<file path="config.mk">
export PLATFORM = sky130hd
export DESIGN_NAME = input_debouncer_flat
export DESIGN_NICKNAME = d
export VERILOG_FILES = /design/src/rtl/input_debouncer_if.sv /design/src/rtl/input_debouncer.sv /design/src/flat_wrapper.sv
export SDC_FILE = /design/constraint.sdc
export NUM_CORES = 1
export LEC_CHECK = 0
export ABC_AREA = 1
export ABC_CLOCK_PERIOD_IN_PS = 1100
export CORE_AREA = 2 2 80 82
export DETAILED_ROUTE_END_ITERATION = 8
export DIE_AREA = 0 0 82 84
export PLACE_DENSITY_LB_ADDON = 0.12
export SYNTH_ARGS = -nofsm -noshare
export SYNTH_HDL_FRONTEND = slang
export SYNTH_SLANG_ARGS = --single-unit
</file>
<file path="constraint.sdc">
create_clock -name i_clk -period 1.1 [get_ports i_clk]
set_input_delay 0.22 -clock i_clk [delete_from_list [all_inputs] [get_ports i_clk]]
set_output_delay 0.22 -clock i_clk [all_outputs]
set_load 0.1 [all_outputs]
</file>
<file path="src/rtl/input_debouncer_if.sv">
// Board-input bundle between the raw switch/button pins and the input buffer.
// The debouncer sits on the slave side; the stimulus/consumer side uses master.
interface input_debouncer_if;
  logic [31:0] i_io_sw;
  logic [3:0]  i_io_btn;
  logic [3:0]  i_clr_sticky;
  logic [31:0] o_io_sw;
  logic [3:0]  o_io_btn;
  logic [3:0]  o_btn_press;
  logic [3:0]  o_btn_sticky;

  modport slave (
    input  i_io_sw, i_io_btn, i_clr_sticky,
    output o_io_sw, o_io_btn, o_btn_press, o_btn_sticky
  );

  modport master (
    output i_io_sw, i_io_btn, i_clr_sticky,
    input  o_io_sw, o_io_btn, o_btn_press, o_btn_sticky
  );
endinterface

</file>
<file path="src/rtl/input_debouncer.sv">
// Two-flop synchronizers for the 32 board switches and 4 buttons. Each button
// also gets a saturating mismatch counter, a press pulse and a sticky press flag.
module input_debouncer #(
  parameter int DB_CYCLES = 4
) (
  input  logic               i_clk,
  input  logic               i_rst_n,
  input_debouncer_if.slave   io
);
  localparam int NUM_BTN = 4;
  localparam int CNT_W   = $clog2(DB_CYCLES);
  localparam logic [CNT_W-1:0] CNT_LAST = CNT_W'(DB_CYCLES - 1);

  logic [31:0] r_sw_meta, r_sw_sync;

  always_ff @(posedge i_clk or negedge i_rst_n) begin
    if (!i_rst_n) begin
      r_sw_meta <= '0;
      r_sw_sync <= '0;
    end else begin
      r_sw_meta <= io.i_io_sw;
      r_sw_sync <= r_sw_meta;
    end
  end

  assign io.o_io_sw = r_sw_sync;

  logic [NUM_BTN-1:0] w_deb, w_press, w_sticky;

  for (genvar g = 0; g < NUM_BTN; g++) begin : g_btn
    logic             r_meta, r_sync, r_deb, r_press, r_sticky;
    logic [CNT_W-1:0] r_cnt;
    logic             w_mis, w_accept;

    assign w_mis    = (r_sync != r_deb);
    // The DB_CYCLES-th consecutive mismatch is accepted instead of counted,
    // so the counter saturates at DB_CYCLES-1 and never wraps.
    assign w_accept = w_mis && (r_cnt == CNT_LAST);

    always_ff @(posedge i_clk or negedge i_rst_n) begin
      if (!i_rst_n) begin
        r_meta   <= 1'b0;
        r_sync   <= 1'b0;
        r_cnt    <= '0;
        r_deb    <= 1'b0;
        r_press  <= 1'b0;
        r_sticky <= 1'b0;
      end else begin
        r_meta <= io.i_io_btn[g];
        r_sync <= r_meta;
        if (!w_mis || w_accept) r_cnt <= '0;
        else                    r_cnt <= r_cnt + 1'b1;
        if (w_accept) r_deb <= r_sync;
        r_press  <= w_accept & r_sync;
        // A press landing with a clear request keeps the flag set.
        r_sticky <= r_press | (r_sticky & ~io.i_clr_sticky[g]);
      end
    end

    assign w_deb[g]    = r_deb;
    assign w_press[g]  = r_press;
    assign w_sticky[g] = r_sticky;
  end

  assign io.o_io_btn     = w_deb;
  assign io.o_btn_press  = w_press;
  assign io.o_btn_sticky = w_sticky;
endmodule

</file>
<file path="src/flat_wrapper.sv">
// flat-port wrapper written by rule: the top's interface ports become plain ports
module input_debouncer_flat 
#(
  parameter int DB_CYCLES = 4
)
  (i_clk, i_rst_n, io_i_io_sw, io_i_io_btn, io_i_clr_sticky, io_o_io_sw, io_o_io_btn, io_o_btn_press, io_o_btn_sticky);
  input_debouncer_if io_i ();
  input  logic i_clk;
  input  logic i_rst_n;
  input wire logic [$bits(io_i.i_io_sw)-1:0] io_i_io_sw;
  input wire logic [$bits(io_i.i_io_btn)-1:0] io_i_io_btn;
  input wire logic [$bits(io_i.i_clr_sticky)-1:0] io_i_clr_sticky;
  output wire logic [$bits(io_i.o_io_sw)-1:0] io_o_io_sw;
  output wire logic [$bits(io_i.o_io_btn)-1:0] io_o_io_btn;
  output wire logic [$bits(io_i.o_btn_press)-1:0] io_o_btn_press;
  output wire logic [$bits(io_i.o_btn_sticky)-1:0] io_o_btn_sticky;
  assign io_i.i_io_sw = io_i_io_sw;
  assign io_i.i_io_btn = io_i_io_btn;
  assign io_i.i_clr_sticky = io_i_clr_sticky;
  assign io_o_io_sw = io_i.o_io_sw;
  assign io_o_io_btn = io_i.o_io_btn;
  assign io_o_btn_press = io_i.o_btn_press;
  assign io_o_btn_sticky = io_i.o_btn_sticky;
  input_debouncer #(.DB_CYCLES(DB_CYCLES)) u_core (.i_clk(i_clk), .i_rst_n(i_rst_n), .io(io_i));
endmodule
</file>
==> reports/qor.txt, run 1 <==
Via density - 4.307
failing checks - setup timing
Final Cell Area - 0.004349 mm^2
Slew HR - 77.24%
max-slew violations - 0
crit-path max FO - 2
CP top delay family - flip-flops
Ant. Diodes - 0
area grow syn2layout - 63.35%
Initial Util - 43.68%
CTS max path bufs - 2
WP buf/inv - 1
pre-CTS setup slack - 0.1359 ns
max cap viols - 0
DRC - 0
vias in the first global route - 1,545
Layout Nets - 299
Pwr Total - 9.306 mW
syn_nets - 206
initial antenna violation count - 0
WL per Instance - 12.33 um
IO Port Bufs - 85
Total GRT Usage - 14.46%
first-pass GRT wire length - 7189 um
die extent in y - 84 um
crit-path cells - buf_12
crit-path max cell delay - 0.44 ns
WS Path Type - flop to output port
total CTS buffers - 9
commonest non-fill, non-tap cell in the layout - dfrtp_1
Seq pwr share - 43.0%
RSZ-0062 raised after global routing - yes
CTS sink cnt - 92
Area after DPL - 0.004065 mm^2
Initial DRC Count - 23
Final ANT Viol Nets - 0
DRT Wirelength - 4131 um
Clock Power Share - 27.8%
Sw Ratio - 32.11%
die footprint - 0.006888 mm^2
Slowest cell on crit path - dfrtp_2
ratio of cells with drive above 1 in the final layout - 40.31%
status - finished, violations left
DR pass1 iterations - 4
DPL Wire Length - 3115 um
PD cells - 2140 mW/mm^2
mapped cell area - 0.002663 mm^2
fmax - 855.3 MHz
Gate Count Post-Synth - 160
synthesized area per cell - 16.64 um^2
Worst-Skew Late Latency - 0.34 ns
GRT overflow - 0
total number of yosys warnings - 0
reg-to-reg setup timing slack - 0.13 ns
Finished Core Util - 71.35%
Final period util - 106.3%
Fin Clk Skew - 0.004937 ns
static leakage - 1.967 nW
core box area - 0.006096 mm^2
worst endpoint data arrival time - 0.95 ns
Final Hold Viols - 0
Final WS setup - -0.06916 ns
Core Rows - 29
GPL Wtd Cong - 0.7232
Netlist cell types - 8
via count - 1,443
Final setup viols - 44
CTS tree - done
clock-pin slew on the worst setup and hold paths - 0.08 ns
Tightest Hold Check Type - input pin to flop
H-tree depth - 3
commonest non-fill, non-tap cells in the layout - 56 x dfrtp_1, 47 x buf_12, 40 x clkdlybuf4s50_1, 36 x dfrtp_2, 20 x nand2_1
Worst VDD drop - 1.582 mV
Seq cells post-synth - 92
combinational fraction of design power - 29.1%
Worst EP required - 0.88 ns
Pint - 6.317 mW
Final min period - 1.169 ns
Die X - 82 um
largest net degree at the start of global routing - 26
sequential-to-total area share from yosys stat - 86.47%
WHS - 0.3125 ns
startpoint types - flop
switching pwr - 2.988 mW
# IOs - 86
critical path capture point type - output port
Slew @ Worst Pin - 0.3413 ns
clk root buf - clkbuf_8
-- power by group through the flow --
stage	sequential, mW	clock, mW	combinational, mW
after floorplan	4.42	0	1.29
after global placement	4.08	0	2.56
after detailed placement	4.11	0	2.59
after CTS	4.01	2.67	2.74
after global routing	4.04	2.84	2.89
final	4.01	2.59	2.71
-- sequential cells by signal, summed over array words and instances (netlist names) --
| register | flops |
|---|---|
| u_core.io.o_io_sw | 32 |
| u_core.r_sw_meta | 32 |
| u_core.g_btn.r_cnt | 8 |
| u_core.g_btn.r_deb | 4 |
| u_core.g_btn.r_meta | 4 |
| u_core.g_btn.r_press | 4 |
| u_core.g_btn.r_sticky | 4 |
| u_core.g_btn.r_sync | 4 |
-- kinds of logic (layout without fill, tap and decap cells) --
kind of cell               after synthesis  after routing  share of synthesized area, %
DFF                                     92             92                         86.47
and+or+nand+nor                         36             36                         5.451
buffers and inverters                   24            122                         5.075
adders and majority gates                4              4                         1.880
AOI/OAI and AO/OA                        4              4                         1.128
-- synth_stat cells, drive strengths merged --
master	number	area (um^2)
dfrtp	92	2302
nand2	20	75.07
buf	12	90.09
inv	12	45.04
nor2	8	30.03
nor3	8	40.04
ha	4	50.05
o21bai	4	30.03
-- repair_timing --
item	4_1_cts	5_1_grt
setup endpoints to repair	44	44
hold buffers	1	0
pin swaps	0	0
endpoints found under the hold margin	19	0
buffers inserted	4	0
resized for setup	4	0
-- path summary, 6_finish.rpt --
kind                                     startpoint                       end  depth (start not counted)
max reg2reg                u_core.g_btn[3].r_cnt[0]  u_core.g_btn[3].r_cnt[1]                          3
min reg2reg                     u_core.r_sw_meta[9]      u_core.io.o_io_sw[9]                          0
max in group asynchronous                   i_rst_n     u_core.g_btn[0].r_deb                          3
min in group asynchronous                   i_rst_n  u_core.g_btn[1].r_sticky                          2
min                                   io_i_io_sw[4]       u_core.r_sw_meta[4]                          1
max                           u_core.g_btn[3].r_deb            io_o_io_btn[3]                          1
-- per-layer routing --
metal,wire [um],vias up,global-route usage (%)
met5,0,-,0
met4,89,0,7.576
met3,450,9,7.035
met2,2094,61,21.88
met1,1497,709,16.81
li1,-,664,-
-- cell type report --
cell class,count,area (um^2)
Clock buffer,10,127.6
Fill cell,419,1747
Multi-Input combinational cell,44,225.2
Clock inverter,6,111.4
Timing Repair Buffer,94,1396
Sequential cell,92,2347
Tap cell,77,96.34
Inverter,12,45.04
-- through the flow --
step	cells	TNS (ns)
finish	335	-1.948
floorplan	160	0
global route	335	-3.534
detailed placement	314	0
global placement	314	0
CTS	335	-2.979
No activity file was read; power rests on OpenSTA's default activity.
==> run 2, diff against run 1 <==
--- a/config.mk
+++ b/config.mk
@@ -6,7 +6,6 @@
 export NUM_CORES = 1
 export LEC_CHECK = 0
 export ABC_AREA = 1
-export ABC_CLOCK_PERIOD_IN_PS = 1100
 export CORE_AREA = 2 2 80 82
 export DETAILED_ROUTE_END_ITERATION = 8
 export DIE_AREA = 0 0 82 84
==> constraint.sdc (replaced) <==
create_clock -name i_clk -period 1.2 [get_ports i_clk]
set_input_delay 0.24 -clock i_clk [delete_from_list [all_inputs] [get_ports i_clk]]
set_output_delay 0.24 -clock i_clk [all_outputs]
set_load 0.1 [all_outputs]
==> run 2 against run 1 <==
The run now ends clean. Combinational power shrank 7%. Register-to-register slack better by 0.02 ns. Highest routed layer unchanged. First-iteration DRC count increased by 39%. Total power down 13%. Critical path depth unchanged. Via count is 1.5% lower. Count of clock-buffer cells in the layout increased by 2. Hold slack improved by 0.014 ns. Sequential power is 9.0% lower. Clock power shrank 26%. Global-route usage fell by 0.64 points. Die area unchanged.
==> reports/qor.txt, run 2 (same netlist as run 1, synthesis figures left out) <==
fmax - 842.5 MHz
RSZ-0062 raised after global routing - yes
H-tree depth - 3
max-slew violations - 0
area grow syn2layout - 60.39%
Ant. Diodes - 0
clk root buf - clkbuf_8
Fin Clk Skew - 0.008969 ns
Area after DPL - 0.003998 mm^2
crit-path max FO - 2
PD cells - 1895 mW/mm^2
commonest non-fill, non-tap cells in the layout - 88 x dfrtp_1, 46 x buf_12, 40 x clkdlybuf4s50_1, 20 x nand2_1
met1 WL - 1580 um
WP buf/inv - 1
total CTS buffers - 9
status - completed
ratio of cells with drive above 1 in the final layout - 28.85%
Setup TNS - 0 ns
crit-path max cell delay - 0.43 ns
vias in the first global route - 1,397
DR pass1 iterations - 3
Final ANT Viol Nets - 0
commonest non-fill, non-tap cell in the layout - dfrtp_1
CP top delay family - flip-flops
Slowest cell on crit path - dfrtp_2
WHS - 0.3266 ns
Core Rows - 29
metal2 WL - 2109 um
Slew @ Worst Pin - 0.2489 ns
DRT Wirelength - 4128 um
DRC - 0
Finished Core Util - 70.05%
WS Path Type - flop to output port
DR top layer - met4
Total GRT Usage - 13.82%
worst endpoint data arrival time - 0.95 ns
first-pass GRT wire length - 6727 um
CTS max path bufs - 2
GPL Wtd Cong - 0.7019
die extent in y - 84 um
Final min period - 1.187 ns
# IOs - 86
Final period util - 98.92%
via count - 1,422
DPL Wire Length - 3027 um
initial antenna violation count - 0
Final Hold Viols - 0
CTS sink cnt - 92
Final setup viols - 0
IO Port Bufs - 85
Layout Nets - 301
static leakage - 1.984 nW
Tightest Hold Check Type - input pin to flop
clock-pin slew on the worst setup and hold paths - 0.09 ns
Slew HR - 83.41%
largest net degree at the start of global routing - 50
GRT overflow - 0
Worst VDD drop - 1.515 mV
Initial Util - 43.68%
WL per Instance - 12.25 um
Via density - 4.220
core box area - 0.006096 mm^2
die footprint - 0.006888 mm^2
Initial DRC Count - 32
max cap viols - 0
met3 wire length - 361 um
Worst-Skew Late Latency - 0.34 ns
Final Cell Area - 0.004270 mm^2
Final WS setup - 0.01300 ns
critical path capture point type - output port
pre-CTS setup slack - 0.1986 ns
Fillers - 430
startpoint types - flop
Die X - 82 um
CTS tree - done
Worst EP required - 0.96 ns
crit-path cells - buf_12
-- run 2: cell types whose count changed in the layout (fill, tap and decap cells not counted) --
cell | before | now
clkbuf_1 | 1 | 0
clkinvlp_4 | 1 | 2
dfrtp_2 | 36 | 4
buf_12 | 47 | 46
bufinv_16 | 3 | 0
dfrtp_1 | 56 | 88
clkbuf_8 | 9 | 12
inv_6 | 1 | 0
clkinv_2 | 1 | 0
buf_4 | 6 | 9
clkinv_4 | 0 | 2
-- run 2: final cells by class --
type | count | area, um^2 | area share, %
Multi-Input combinational cell | 44 | 225.2 | 5.274
Timing Repair Buffer | 96 | 1399 | 32.76
Clock inverter | 4 | 32.53 | 0.7618
Sequential cell | 92 | 2307 | 54.03
Clock buffer | 12 | 165.2 | 3.868
Tap cell | 77 | 96.34 | 2.256
Inverter | 12 | 45.04 | 1.055
-- run 2: worst paths after layout --
path / start / to / slack (ns) / depth (start not counted)
worst min-delay path: io_i_io_sw[15] / u_core.r_sw_meta[15] / 0.33 / 1
worst max register to register: u_core.g_btn[1].r_deb / u_core.g_btn[1].r_cnt[1] / 0.15 / 5
max in group asynchronous: i_rst_n / u_core.g_btn[3].r_deb / 0.54 / 3
worst min register to register: u_core.r_sw_meta[11] / u_core.io.o_io_sw[11] / 0.35 / 0
worst max-delay path: u_core.g_btn[3].r_deb / io_o_io_btn[3] / 0.01 / 1
min in group asynchronous: i_rst_n / u_core.g_btn[1].r_sticky / 0.41 / 3
-- run 2: per-layer routing --
layer	global-route usage [%]	vias up
li1	-	671
met1	15.67	689
met2	20.84	55
met3	6.061	7
met4	9.091	0
met5	0	-
-- run 2: power by group --
group,internal [mW],switching (mW)
clock,0.929,0.992
sequential,3.44,0.215
combinational,0.978,1.54
total,5.35,2.75
-- run 2: repair_timing --
| action | 4_1_cts | 5_1_grt |
|---|---|---|
| cloned | 0 | 0 |
| hold endpoints to repair | 92 | 0 |
| hold buffers | 1 | 0 |
| gates resized for setup | 4 | 0 |
| setup endpoints to repair | 9 | 23 |
| setup buffers | 5 | 3 |
-- run 2: per-stage QoR --
| step | instances | total power [mW] |
|---|---|---|
| 6_report | 337 | 8.093 |
| 3_5_place_dp | 312 | 6.125 |
| 5_1_grt | 337 | 8.497 |
| 4_1_cts | 334 | 8.176 |
| 3_3_place_gp | 312 | 6.059 |
| 2_1_floorplan | 160 | 5.219 |
